**src/rtl/fetch_stage_if.sv**
```systemverilog
// fetch_stage_if: instruction-memory bus, redirect input and IF/ID handshake of the fetch stage
interface fetch_stage_if;
   logic [31:0] imem_addr;
   logic [31:0] imem_rdata;
   logic        redirect_valid;
   logic [31:0] redirect_pc;
   logic        out_valid;
   logic        out_ready;
   logic [31:0] out_instr;
   logic [31:0] out_pc;
   logic [31:0] out_pc_plus4;
   logic        fetch_fault;
   logic [31:0] fault_pc;
   logic [31:0] fetch_count;

   modport master (
      output imem_addr,
      input  imem_rdata,
      input  redirect_valid,
      input  redirect_pc,
      output out_valid,
      input  out_ready,
      output out_instr,
      output out_pc,
      output out_pc_plus4,
      output fetch_fault,
      output fault_pc,
      output fetch_count
   );

   modport slave (
      input  imem_addr,
      output imem_rdata,
      output redirect_valid,
      output redirect_pc,
      input  out_valid,
      output out_ready,
      input  out_instr,
      input  out_pc,
      input  out_pc_plus4,
      input  fetch_fault,
      input  fault_pc,
      input  fetch_count
   );
endinterface

```
**src/rtl/fetch_stage.sv**
```systemverilog
// fetch_stage: owns the PC, fetches from combinational imem into the IF/ID register, handles redirects and fetch faults
module fetch_stage #(
   parameter logic [31:0] RESET_PC   = 32'h0000_0000,
   parameter int unsigned IMEM_BYTES = 256
) (
   input logic           clk,
   input logic           rst_n,
   fetch_stage_if.master bus
);
   typedef enum logic [1:0] {BOOT, RUN, TRAP} state_t;

   state_t      state, state_n;
   logic [31:0] pc, pc_n;
   logic [31:0] instr_q, instr_n;
   logic [31:0] opc_q, opc_n;
   logic [31:0] opc4_q, opc4_n;
   logic [31:0] fpc_q, fpc_n;
   logic [31:0] cnt_q, cnt_n;
   logic        ov_q, ov_n;
   logic        ff_q, ff_n;
   logic        hs, load, bad;

   assign hs   = ov_q && bus.out_ready;
   assign load = !ov_q || bus.out_ready;
   assign bad  = (pc[1:0] != 2'b00) || (pc >= IMEM_BYTES);

   assign bus.imem_addr    = pc;
   assign bus.out_valid    = ov_q;
   assign bus.out_instr    = instr_q;
   assign bus.out_pc       = opc_q;
   assign bus.out_pc_plus4 = opc4_q;
   assign bus.fetch_fault  = ff_q;
   assign bus.fault_pc     = fpc_q;
   assign bus.fetch_count  = cnt_q;

   // State register
   always_ff @(posedge clk or negedge rst_n) begin
      if (!rst_n) state <= BOOT;
      else        state <= state_n;
   end

   // Next state and datapath: redirect beats capture; a bad PC is only detected when it would be loaded
   always_comb begin
      state_n = state;
      pc_n    = pc;
      instr_n = instr_q;
      opc_n   = opc_q;
      opc4_n  = opc4_q;
      ov_n    = ov_q;
      ff_n    = ff_q;
      fpc_n   = fpc_q;
      cnt_n   = cnt_q + {31'b0, hs};
      case (state)
         BOOT: state_n = RUN;
         RUN: begin
            if (bus.redirect_valid) begin
               pc_n = bus.redirect_pc;
               ov_n = 1'b0;
            end else if (load && bad) begin
               state_n = TRAP;
               ff_n    = 1'b1;
               fpc_n   = pc;
               ov_n    = 1'b0;
            end else if (load) begin
               instr_n = bus.imem_rdata;
               opc_n   = pc;
               opc4_n  = pc + 32'd4;
               ov_n    = 1'b1;
               pc_n    = pc + 32'd4;
            end
         end
         TRAP: begin
            ov_n = 1'b0;
            if (bus.redirect_valid) begin
               state_n = RUN;
               ff_n    = 1'b0;
               pc_n    = bus.redirect_pc;
            end
         end
         default: state_n = BOOT;
      endcase
   end

   // PC, IF/ID register, fault capture and accepted-instruction counter
   always_ff @(posedge clk or negedge rst_n) begin
      if (!rst_n) begin
         pc      <= RESET_PC;
         instr_q <= '0;
         opc_q   <= '0;
         opc4_q  <= '0;
         ov_q    <= 1'b0;
         ff_q    <= 1'b0;
         fpc_q   <= '0;
         cnt_q   <= '0;
      end else begin
         pc      <= pc_n;
         instr_q <= instr_n;
         opc_q   <= opc_n;
         opc4_q  <= opc4_n;
         ov_q    <= ov_n;
         ff_q    <= ff_n;
         fpc_q   <= fpc_n;
         cnt_q   <= cnt_n;
      end
   end
endmodule

```
**src/flat_wrapper.sv**
```systemverilog
// flat-port wrapper written by rule: the top's interface ports become plain ports
module fetch_stage_flat 
#(
   parameter logic [31:0] RESET_PC   = 32'h0000_0000,
   parameter int unsigned IMEM_BYTES = 256
)
  (clk, rst_n, bus_imem_addr, bus_imem_rdata, bus_redirect_valid, bus_redirect_pc, bus_out_valid, bus_out_ready, bus_out_instr, bus_out_pc, bus_out_pc_plus4, bus_fetch_fault, bus_fault_pc, bus_fetch_count);
  fetch_stage_if bus_i ();
  input logic clk;
  input logic rst_n;
  output wire logic [$bits(bus_i.imem_addr)-1:0] bus_imem_addr;
  input wire logic [$bits(bus_i.imem_rdata)-1:0] bus_imem_rdata;
  input wire logic [$bits(bus_i.redirect_valid)-1:0] bus_redirect_valid;
  input wire logic [$bits(bus_i.redirect_pc)-1:0] bus_redirect_pc;
  output wire logic [$bits(bus_i.out_valid)-1:0] bus_out_valid;
  input wire logic [$bits(bus_i.out_ready)-1:0] bus_out_ready;
  output wire logic [$bits(bus_i.out_instr)-1:0] bus_out_instr;
  output wire logic [$bits(bus_i.out_pc)-1:0] bus_out_pc;
  output wire logic [$bits(bus_i.out_pc_plus4)-1:0] bus_out_pc_plus4;
  output wire logic [$bits(bus_i.fetch_fault)-1:0] bus_fetch_fault;
  output wire logic [$bits(bus_i.fault_pc)-1:0] bus_fault_pc;
  output wire logic [$bits(bus_i.fetch_count)-1:0] bus_fetch_count;
  assign bus_imem_addr = bus_i.imem_addr;
  assign bus_i.imem_rdata = bus_imem_rdata;
  assign bus_i.redirect_valid = bus_redirect_valid;
  assign bus_i.redirect_pc = bus_redirect_pc;
  assign bus_out_valid = bus_i.out_valid;
  assign bus_i.out_ready = bus_out_ready;
  assign bus_out_instr = bus_i.out_instr;
  assign bus_out_pc = bus_i.out_pc;
  assign bus_out_pc_plus4 = bus_i.out_pc_plus4;
  assign bus_fetch_fault = bus_i.fetch_fault;
  assign bus_fault_pc = bus_i.fault_pc;
  assign bus_fetch_count = bus_i.fetch_count;
  fetch_stage #(.RESET_PC(RESET_PC), .IMEM_BYTES(IMEM_BYTES)) u_core (.clk(clk), .rst_n(rst_n), .bus(bus_i));
endmodule
```
**config.mk**
```make
export PLATFORM = sky130hd
export DESIGN_NAME = fetch_stage_flat
export DESIGN_NICKNAME = d
export VERILOG_FILES = /design/src/rtl/fetch_stage_if.sv /design/src/rtl/fetch_stage.sv /design/src/flat_wrapper.sv
export SDC_FILE = /design/constraint.sdc
export NUM_CORES = 1
export LEC_CHECK = 0
export BUFFER_PORTS_ARGS = -buffer_cell sky130_fd_sc_hd__buf_2
export CORE_UTILIZATION = 40
export CTS_CLUSTER_DIAMETER = 60
export DETAILED_ROUTE_END_ITERATION = 7
export GPL_ROUTABILITY_DRIVEN = 0
export PLACE_DENSITY = 0.66
export SLEW_MARGIN = 40
export SYNTH_ARGS = -nofsm -noshare
export SYNTH_HDL_FRONTEND = slang
export SYNTH_SLANG_ARGS = --single-unit
```
**constraint.sdc**
```tcl
create_clock -name clk -period 1.9 [get_ports clk]
set_input_delay 0.19 -clock clk [delete_from_list [all_inputs] [get_ports clk]]
set_output_delay 0.19 -clock clk [all_outputs]
set_load 0.05 [all_outputs]
```
# Word-level counts from Yosys, hierarchy flattened
# Cells that the tools add are included.
# classes
n_addsub	2
order_cmp	1
eq_ne	8
muxes	17
n_bitwise	2
n_reduce_logical	14
# op_table
cell	count
$mux 32	4
$pmux 32 s2	1
$add 32x1->32	1
$add 32x3->32 const B	1
$ge 32x9->1 const B	1
$reduce_and 4->1	3
$mux 1	6
$mux 2	3
$pmux 2 s3	1
$reduce_and 3->1	2
$ne 2x2->1 const B	2
$ne 4x2->1 const B	1
$pmux 1 s2	2
$reduce_bool 2->1	2
$ne 3x2->1 const B	1
$ne 3x3->1 const B	1
$eq 2x1->1 const B	1
$eq 2x2->1 const B	1
$logic_and 1x1->1	2
$logic_not 2->1	1
$logic_or 1x1->1	2
$ne 2x1->1 const B	1
$not 1->1	2
$reduce_and 2->1	1
$logic_not 1->1	1
# word_totals
ff_bits	196
output_inout_bits	194

# Depth between registers and ports, before layout
# Gate-level depths: netlist of the first run.
# logic_depth
ltp_word	6
mapped_depth	9

# Worst setup path after synthesis of the first run
# OpenSTA, ideal clock, no wires.
# synth_timing
kind	register -> register
startpoint	register u_core.ov_q, in the netlist u_core.bus.out_valid
endpoint	register u_core.cnt_q[24], in the netlist u_core.bus.fetch_count[24]
setup_time_ns	0.141
t_arrival_ns	2.254
path_slack_ns	-0.495
path_stages_with_launch	9
n_path_buf	0
period_less_slack_ns	2.395
path_cell_list	dfrtp_1 and2_1 ha_1 ha_1 nand4_1 nor3_2 and4_1 nand4_1 xnor2_1
# synth_between
elab_chain_len	2
# synth_rtl
item	line_no	text
start: declaration	fetch_stage.sv:19	logic ov_q, ov_n;
start signal: assignment	fetch_stage.sv:100	ov_q <= ov_n;
$logic_and 1x1->1	fetch_stage.sv:23	assign hs = ov_q && bus.out_ready;
$add 32x1->32	fetch_stage.sv:52	cnt_n = cnt_q + {31'b0, hs};
net u_core.cnt_n[24]	fetch_stage.sv:18	logic [31:0] cnt_q, cnt_n;
end signal: assignment	fetch_stage.sv:103	cnt_q <= cnt_n;
end: declaration	fetch_stage.sv:18	
# The timed path passes the listed nets, and every way through them passes these cells.
# A chain may end at the register's enable or synchronous reset.

# Final worst setup path of the first run
# layout_timing
startpoint	register u_core.state[1]
endpoint	register u_core.pc[23], in the netlist u_core.bus.imem_addr[23]
# layout_between
elab_chain_len	3
# layout_rtl
item	line_no	text
start: declaration	fetch_stage.sv:12	state_t state, state_n;
start signal: assignment	fetch_stage.sv:39	else state <= state_n;
$eq 2x1->1 or $eq 2x2->1 (tied branches)	fetch_stage.sv:53	case (state)
$ne 3x2->1 (no source line), or another cell as far along	--	
$reduce_and 4->1 (no source line)	--	
end signal: assignment	fetch_stage.sv:96	pc <= pc_n;
end: declaration	fetch_stage.sv:13	logic [31:0] pc, pc_n;
# Several ways; a longest one is shown, not always the timed one.

==> impl_table.tex, run 1 <==
\begin{tabular}{lr}
\hline
Metric & Value \\
\hline
\multicolumn{2}{l}{\textbf{Cells and area}} \\
\quad Leading cell type in the layout, fill and taps excluded & sky130\_fd\_sc\_hd\_\_buf\_2 \\
\quad Area growth, synth to finish & 48.1\% \\
\quad Final nets & 1148 \\
\quad Non-filler cells in the finished layout & 1357 \\
\quad Share of post-route cells with drive strength above 1 & 0.546 \\
\quad Top library cells by usage in the layout, fill and taps aside & sky130\_fd\_sc\_hd\_\_buf\_2, sky130\_fd\_sc\_hd\_\_dfrtp\_1, sky130\_fd\_sc\_hd\_\_buf\_4 \\
\multicolumn{2}{l}{\textbf{Clock network}} \\
\quad Clock slew at reported path FFs & 0.08 ns \\
\quad \# H-tree levels & 4 \\
\quad Number of sinks on the clock net & 194 \\
\quad Number of buffers created by CTS & 17 \\
\quad Worst-Skew Late Latency & 0.43 ns \\
\quad Maximum clock insertion buffer count & 2 \\
\quad Clock Tree Root & sky130\_fd\_sc\_hd\_\_clkbuf\_16 \\
\quad Clock tree from TritonCTS & yes \\
\multicolumn{2}{l}{\textbf{Flow run}} \\
\quad Max Cap Violations & 0 \\
\multicolumn{2}{l}{\textbf{Drt}} \\
\quad Initial DRC count & 344 \\
\quad Vias & 7125 \\
\quad Drt first pass iters & 5 \\
\quad Total routed wirelength & 25.1 mm \\
\quad Final routed wire length divided by cell count & 18.5 um \\
\quad DRC Markers & 0 \\
\quad Post-DR vias/cell & 5.25 \\
\quad Number of routed nets with antenna violations & 0 \\
\multicolumn{2}{l}{\textbf{Die}} \\
\quad Area of the core & 20500 um\^{}2 \\
\quad I/O pin cnt & 262 \\
\quad Height of the die & 147 um \\
\quad Overall die width & 147 um \\
\quad Initial standard-cell utilization of the core & 0.413 \\
\quad Number of standard-cell rows in the floorplan & 52 \\
\quad Die area & 21700 um\^{}2 \\
\multicolumn{2}{l}{\textbf{Setup path}} \\
\quad Crit path kind & flop to flop \\
\quad CP Data Arrival Time & 2.41 ns \\
\quad Crit-path cells & buf\_4, ha\_2, or2\_1, buf\_4, nor3\_1, nand3\_1, o21ai\_0, a211oi\_2 \\
\quad Worst flop-to-flop path endpoint & u\_core.bus.imem\_addr[23]\$\_DFFE\_PN0P\_ \\
\quad Worst reg2reg startpoint & u\_core.state[1]\$\_DFFE\_PN0P\_ \\
\quad FF-to-FF path depth & 8 \\
\quad Most numerous cell on the critical path & sky130\_fd\_sc\_hd\_\_buf\_4 \\
\quad Family of cells with the greatest summed delay on the critical path & simple AND/OR/NAND/NOR gates \\
\quad Type of origin of the critical path & flop \\
\quad Worst-path cell with the longest stage delay & sky130\_fd\_sc\_hd\_\_dfrtp\_1 \\
\quad Slowest cell delay on critical path & 0.39 ns \\
\quad Buffers plus inverters on the worst setup path & 2 \\
\quad Worst Setup End Kind & flop \\
\quad Internal reg-to-reg setup slack & -0.20 ns \\
\quad Required time at the worst-slack endpoint & 2.21 ns \\
\quad Largest driver fanout on the critical path & 30 \\
\multicolumn{2}{l}{\textbf{Power}} \\
\quad Peak supply drop & 1.45 mV \\
\quad Power density over the cells & 1510 nW/um\^{}2 \\
\quad Standby leakage power & 6.35 nW \\
\quad Total power consumption of the routed design & 18.9 mW \\
\multicolumn{2}{l}{\textbf{STA}} \\
\quad Smallest setup slack after layout & -0.197 ns \\
\quad Worst clock skew & 0.0121 ns \\
\quad Transition time at the pin with the least slew margin & 0.534 ns \\
\quad Time the final worst path needs with I/O delays and setup & 2.10 ns \\
\quad Sum Neg Setup Slack & -15.47 ns \\
\quad Slew headroom & 0.644 \\
\quad Number of max-slew violations in the final report & 0 \\
\quad Final-report setup violation count & 139 \\
\quad Final Hold Viols & 0 \\
\quad Share of the cycle needed by the critical path after routing & 1.10 \\
\quad RSZ-0062 raised after global routing & true \\
\quad Maximum clock rate & 0.477 GHz \\
\multicolumn{2}{l}{\textbf{Run status}} \\
\quad Outcome & finished with violations \\
\quad Violations in the final reports & negative setup slack \\
\multicolumn{2}{l}{\textbf{Logic synthesis}} \\
\quad EDFF count, synth & 0 \\
\quad Primary FF master, synth & sky130\_fd\_sc\_hd\_\_dfrtp\_1 \\
\quad Syn\_area\_per\_cell & 12.3 um\^{}2 \\
\quad Sequential element share of the synthesized area & 0.574 \\
\quad Gate Count Post-Synth & 689 \\
\quad Distinct cell type count after synthesis & 59 \\
\quad Synthesized area & 8460 um\^{}2 \\
\quad Number of register bits inferred by synthesis & 194 \\
\quad Net count after synthesis & 764 \\
\quad Number of synthesis warnings & 0 \\
\quad Synth async-reset ratio & 1.00 \\
\multicolumn{2}{l}{\textbf{Placement}} \\
\quad Port Buffers & 261 \\
\quad Placed wire-length estimate after detailed placement & 16.2 mm \\
\quad Post-placement cell count & 1262 \\
\quad Worst setup slack after placement & -0.161 ns \\
\multicolumn{2}{l}{\textbf{Global routing}} \\
\quad Via count of the first global-routing pass & 7124 \\
\quad Largest net degree at the start of global routing & 57 \\
\quad Initial antenna violation count & 0 \\
\quad Wire length of the first global-routing pass & 38.4 mm \\
\quad Gr usage total & 0.227 \\
\quad GRT overflow & 0 \\
\multicolumn{2}{l}{\textbf{Hold path}} \\
\quad Hold path endpoint & u\_core.bus.imem\_addr[12]\$\_DFFE\_PN0P\_ \\
\quad Hold Path Cell Cnt & 3 \\
\quad Min-delay src & bus\_redirect\_pc[12] \\
\quad Hold Path Class & input pin to flop \\
\hline
\end{tabular}
## layer usage
layer  share of wire  vias to the layer above  GRT usage
met5               0                        -          0
met2            0.48                      330      0.367
li1                -                     3239          -
met1            0.43                     3503      0.299
met4           0.019                        0     0.0722
met3           0.072                       53     0.0568
## worst register-to-register path: stages (launching register included)
cell and delay [ns]:
sky130_fd_sc_hd__dfrtp_1 0.39, sky130_fd_sc_hd__buf_4 0.13, sky130_fd_sc_hd__ha_2 0.19, sky130_fd_sc_hd__or2_1 0.26
sky130_fd_sc_hd__buf_4 0.26, sky130_fd_sc_hd__nor3_1 0.33, sky130_fd_sc_hd__nand3_1 0.15, sky130_fd_sc_hd__o21ai_0 0.15
sky130_fd_sc_hd__a211oi_2 0.12
## cell type report
class	count	area, um^2
Antenna cell	1	2.50
Clock buffer	18	429
Clock inverter	14	190
Fill cell	1637	7970
Inverter	9	33.8
Multi-Input combinational cell	438	3730
Sequential cell	194	4900
Tap cell	270	338
Timing Repair Buffer	413	2900
## synth_stat cells (2+ instances only)
master                      instances  share of area
sky130_fd_sc_hd__inv_1              9         0.0040
sky130_fd_sc_hd__a41o_1             2         0.0024
sky130_fd_sc_hd__nor3_2             4         0.0047
sky130_fd_sc_hd__nor2_1            15         0.0067
sky130_fd_sc_hd__xnor2_1           28          0.029
sky130_fd_sc_hd__a22o_1             2         0.0021
sky130_fd_sc_hd__mux2_2            57          0.076
sky130_fd_sc_hd__buf_4              7         0.0062
sky130_fd_sc_hd__a32oi_1            2         0.0021
sky130_fd_sc_hd__o22ai_1            7         0.0052
sky130_fd_sc_hd__o21ai_0           17          0.010
sky130_fd_sc_hd__buf_12             3         0.0071
sky130_fd_sc_hd__nand2_1           38          0.017
sky130_fd_sc_hd__mux2_4            20          0.036
sky130_fd_sc_hd__or3_1              2         0.0015
sky130_fd_sc_hd__o211ai_1           4         0.0036
sky130_fd_sc_hd__nor4_1            10         0.0074
sky130_fd_sc_hd__and4_1             7         0.0072
sky130_fd_sc_hd__clkbuf_1          15         0.0067
sky130_fd_sc_hd__nand3_1           36          0.021
sky130_fd_sc_hd__o31ai_1            4         0.0036
sky130_fd_sc_hd__a21o_1             3         0.0027
sky130_fd_sc_hd__o2bb2ai_1          4         0.0041
sky130_fd_sc_hd__xor2_1             7         0.0072
sky130_fd_sc_hd__and3_1             9         0.0067
sky130_fd_sc_hd__dfrtp_1          194           0.57
sky130_fd_sc_hd__and2_1             5         0.0037
sky130_fd_sc_hd__a31oi_1           12         0.0089
sky130_fd_sc_hd__a211oi_1          15          0.013
sky130_fd_sc_hd__nor3_1             4         0.0024
sky130_fd_sc_hd__buf_2             21          0.012
sky130_fd_sc_hd__a21oi_1           25          0.015
sky130_fd_sc_hd__nor2b_1           52          0.038
sky130_fd_sc_hd__a311oi_1           4         0.0041
sky130_fd_sc_hd__nand4_1           15          0.011
sky130_fd_sc_hd__ha_1               7          0.010
## worst max-delay path by stage
stage / cells past startpoint / startpoint / endpoint / slack (ns)
floorplan: 9 / u_core.bus.imem_addr[17]$_DFFE_PN0P_ / u_core.bus.out_instr[16]$_DFFE_PN0P_ / -0.20
detailed placement: 6 / u_core.bus.imem_addr[0]$_DFFE_PN0P_ / u_core.bus.out_instr[14]$_DFFE_PN0P_ / -0.16
finish: 8 / u_core.state[1]$_DFFE_PN0P_ / u_core.bus.imem_addr[23]$_DFFE_PN0P_ / -0.20
global placement: 6 / u_core.bus.imem_addr[0]$_DFFE_PN0P_ / u_core.bus.out_instr[7]$_DFFE_PN0P_ / -0.15
global route: 6 / u_core.bus.imem_addr[17]$_DFFE_PN0P_ / u_core.bus.out_instr[1]$_DFFE_PN0P_ / -0.27
CTS: 7 / u_core.bus.imem_addr[17]$_DFFE_PN0P_ / u_core.bus.out_instr[26]$_DFFE_PN0P_ / -0.11
## state kept, by name, summed over array words and instances, names as in the netlist
register                 count
u_core.bus.fetch_fault       1
u_core.bus.imem_addr        32
u_core.bus.fault_pc         32
u_core.bus.out_pc_plus4     32
u_core.state                 2
u_core.bus.out_valid         1
u_core.bus.out_instr        32
u_core.bus.out_pc           30
u_core.bus.fetch_count      32
## per-stage QoR
step	hold WS, ns	cell area, um^2	utilization
5_1_grt	0.0562	12500	0.611
4_1_cts	0.00491	12300	0.598
6_report	0.0490	12500	0.611
2_1_floorplan	-0.106	8760	-
3_5_place_dp	0.214	10800	0.527
3_3_place_gp	0.208	10800	0.527
## where the power goes
group	internal (mW)	switching [mW]
sequential	4.91	0.517
combinational	3.72	6.00
clock	2.02	1.76
total	10.6	8.28
## logic make-up (layout without fill, tap and decap cells)
logic type | count (synthesis) | in the layout | synth area share
and+or+nand+nor | 205 | 205 | 0.139
DFF | 194 | 194 | 0.574
AOI/OAI and AO/OA | 113 | 113 | 0.0899
muxes | 78 | 78 | 0.113
buffers and inverters | 57 | 454 | 0.0383
xor gates and xnor gates | 35 | 35 | 0.0362
adders and majority gates | 7 | 7 | 0.0104
other | 0 | 1 | 0
## timing repair
item,CTS,global route
pin swaps,14,14
cloned,7,3
buffers inserted,15,4
gates resized for setup,40,35
endpoints found under the hold margin,83,1
hold buffers,34,1
setup endpoints to repair,139,160
Power figures use the tool's default switching activity.
==> run 2: changes to the inputs <==
--- a/config.mk
+++ b/config.mk
@@ -11,6 +11,7 @@
 export DETAILED_ROUTE_END_ITERATION = 7
 export GPL_ROUTABILITY_DRIVEN = 0
 export PLACE_DENSITY = 0.66
+export REMOVE_ABC_BUFFERS = 1
 export SLEW_MARGIN = 40
 export SYNTH_ARGS = -nofsm -noshare
 export SYNTH_HDL_FRONTEND = slang
==> run 2 against run 1 <==
  * Sequential power fell by 2%
  * Critical endpoint is now u_core.bus.fault_pc[18]$_DFFE_PN0P_
  * The run still ends with negative setup slack left
  * Maximum frequency rose by 4.5%
  * Critical path depth fell by 1
  * Final cell count rose by 0.81%
  * Core utilization rose by 0.34 points
  * Setup slack improved by 0.090 ns
  * First-iteration DRC count rose by 12%
==> impl_table.tex, run 2 (synthesis gave the netlist of run 1 again) <==
\begin{tabular}{lr}
\hline
Metric & Value \\
\hline
\multicolumn{2}{l}{\textbf{Global routing}} \\
\quad Gr usage total & 0.220 \\
\quad Via count of the first global-routing pass & 7067 \\
\quad Wire length of the first global-routing pass & 37.8 mm \\
\quad Initial antenna violation count & 1 \\
\quad Largest net degree at the start of global routing & 60 \\
\quad GRT overflow & 0 \\
\multicolumn{2}{l}{\textbf{Drt}} \\
\quad Drt first pass iters & 5 \\
\quad Vias & 7169 \\
\quad Number of routed nets with antenna violations & 0 \\
\quad Final routed wire length divided by cell count & 18.1 um \\
\quad Total routed wirelength & 24.7 mm \\
\quad Post-DR vias/cell & 5.24 \\
\quad Initial DRC count & 384 \\
\quad DRC Markers & 0 \\
\multicolumn{2}{l}{\textbf{Clock network}} \\
\quad Number of buffers created by CTS & 17 \\
\quad Number of sinks on the clock net & 194 \\
\quad Worst-Skew Late Latency & 0.43 ns \\
\quad \# H-tree levels & 4 \\
\quad Clock Tree Root & sky130\_fd\_sc\_hd\_\_clkbuf\_16 \\
\quad Clock slew at reported path FFs & 0.08 ns \\
\quad Maximum clock insertion buffer count & 2 \\
\quad Clock tree from TritonCTS & yes \\
\multicolumn{2}{l}{\textbf{STA}} \\
\quad Number of max-slew violations in the final report & 0 \\
\quad Smallest setup slack after layout & -0.106 ns \\
\quad Worst clock skew & 0.0169 ns \\
\quad Slew headroom & 0.637 \\
\quad Maximum clock rate & 0.498 GHz \\
\quad Final Hold Viols & 0 \\
\quad Transition time at the pin with the least slew margin & 0.544 ns \\
\quad Sum Neg Setup Slack & -7.08 ns \\
\quad Share of the cycle needed by the critical path after routing & 1.06 \\
\quad Time the final worst path needs with I/O delays and setup & 2.01 ns \\
\quad Final-report setup violation count & 116 \\
\quad RSZ-0062 raised after global routing & true \\
\multicolumn{2}{l}{\textbf{Placement}} \\
\quad Placed cell areas & 10700 um\^{}2 \\
\quad Port Buffers & 261 \\
\quad Placed wire-length estimate after detailed placement & 16.1 mm \\
\quad Post-placement cell count & 1274 \\
\multicolumn{2}{l}{\textbf{Run status}} \\
\quad Violations in the final reports & negative setup slack \\
\quad Outcome & finished with violations \\
\multicolumn{2}{l}{\textbf{Cells and area}} \\
\quad Number of filler cells placed in the layout & 1630 \\
\quad Layout Utilization & 0.614 \\
\quad Leading cell type in the layout, fill and taps excluded & sky130\_fd\_sc\_hd\_\_buf\_2 \\
\quad Area growth, synth to finish & 48.9\% \\
\quad Non-filler cells in the finished layout & 1368 \\
\quad Final nets & 1159 \\
\quad Top library cells by usage in the layout, fill and taps aside & sky130\_fd\_sc\_hd\_\_buf\_2, sky130\_fd\_sc\_hd\_\_dfrtp\_1, sky130\_fd\_sc\_hd\_\_buf\_4 \\
\quad Share of post-route cells with drive strength above 1 & 0.508 \\
\quad Design Area, Final & 12600 um\^{}2 \\
\multicolumn{2}{l}{\textbf{Setup path}} \\
\quad Crit path kind & flop to flop \\
\quad CP Data Arrival Time & 2.33 ns \\
\quad Required time at the worst-slack endpoint & 2.23 ns \\
\quad Largest driver fanout on the critical path & 13 \\
\quad Worst Setup End Kind & flop \\
\quad Type of origin of the critical path & flop \\
\multicolumn{2}{l}{\textbf{Die}} \\
\quad Die area & 21700 um\^{}2 \\
\quad Area of the core & 20500 um\^{}2 \\
\quad Initial standard-cell utilization of the core & 0.413 \\
\quad Overall die width & 147 um \\
\quad Number of standard-cell rows in the floorplan & 52 \\
\quad I/O pin cnt & 262 \\
\quad Height of the die & 147 um \\
\multicolumn{2}{l}{\textbf{Power}} \\
\quad Power density over the cells & 1450 nW/um\^{}2 \\
\quad Standby leakage power & 6.43 nW \\
\quad Total power consumption of the routed design & 18.2 mW \\
\quad Peak supply drop & 1.30 mV \\
\multicolumn{2}{l}{\textbf{Flow run}} \\
\quad Max Cap Violations & 0 \\
\multicolumn{2}{l}{\textbf{Hold path}} \\
\quad Hold Path Class & input pin to flop \\
\hline
\end{tabular}
## run 2: layout make-up
cell class,instances,area [um^2],area share
antenna,1,2.50,0.000199
multi-input combinational,438,3670,0.292
timing repair buffer,424,3060,0.243
clock buffer,18,439,0.0349
sequential,194,4850,0.386
inverter,9,33.8,0.00268
clock inverter,14,189,0.0150
tap,270,338,0.0268
## run 2: stage by stage
stage	setup slack, ns	hold slack, ns
final	-0.106	0.0132
after CTS	-0.103	0.00251
after floorplan	-2.11	-0.106
after global placement	-0.254	0.224
after global routing	-0.164	0.0126
after detailed placement	-0.224	0.228
## run 2: final timing paths
check	start	end	slack, ns	cells after the start
hold / removal	bus_redirect_pc[3]	u_core.bus.imem_addr[3]$_DFFE_PN0P_	0.01	3
hold reg to reg	u_core.bus.fetch_count[31]$_DFF_PN0_	u_core.bus.fetch_count[31]$_DFF_PN0_	0.48	1
setup reg to reg	u_core.bus.imem_addr[12]$_DFFE_PN0P_	u_core.bus.fault_pc[18]$_DFFE_PN0P_	-0.11	7
setup / recovery	u_core.bus.imem_addr[12]$_DFFE_PN0P_	u_core.bus.fault_pc[18]$_DFFE_PN0P_	-0.11	7
max in group asynchronous	rst_n	u_core.bus.out_instr[19]$_DFFE_PN0P_	0.93	3
min in group asynchronous	rst_n	u_core.bus.out_instr[25]$_DFFE_PN0P_	0.33	2
## run 2: layer usage
metal | track usage | up-vias | wire length (um)
li1 | - | 3266 | -
met1 | 0.295 | 3549 | 10700
met2 | 0.356 | 316 | 11900
met3 | 0.0466 | 38 | 1720
met4 | 0.0737 | 0 | 464
met5 | 0 | - | 0
## run 2: what timing repair did
| item | CTS | global route |
|---|---|---|
| hold buffers | 34 | 0 |
| endpoints found under the setup margin | 142 | 147 |
| gates resized for setup | 51 | 74 |
| endpoints found under the hold margin | 85 | 0 |
| setup buffers | 6 | 11 |
| pin swaps | 11 | 11 |
| gates cloned | 4 | 7 |
## run 2: power breakdown
| part | internal, mW | switching, mW |
|---|---|---|
| sequential | 4.86 | 0.457 |
| combinational | 3.37 | 5.66 |
| clock | 2.15 | 1.70 |
## run 2: critical path, stage by stage, from the launching register on
cell and delay [ns]:
sky130_fd_sc_hd__dfrtp_1 0.39, sky130_fd_sc_hd__nor4_2 0.32, sky130_fd_sc_hd__nand4_1 0.20, sky130_fd_sc_hd__buf_4 0.19
sky130_fd_sc_hd__o21ai_4 0.17, sky130_fd_sc_hd__buf_12 0.16, sky130_fd_sc_hd__buf_16 0.15, sky130_fd_sc_hd__mux2_2 0.34
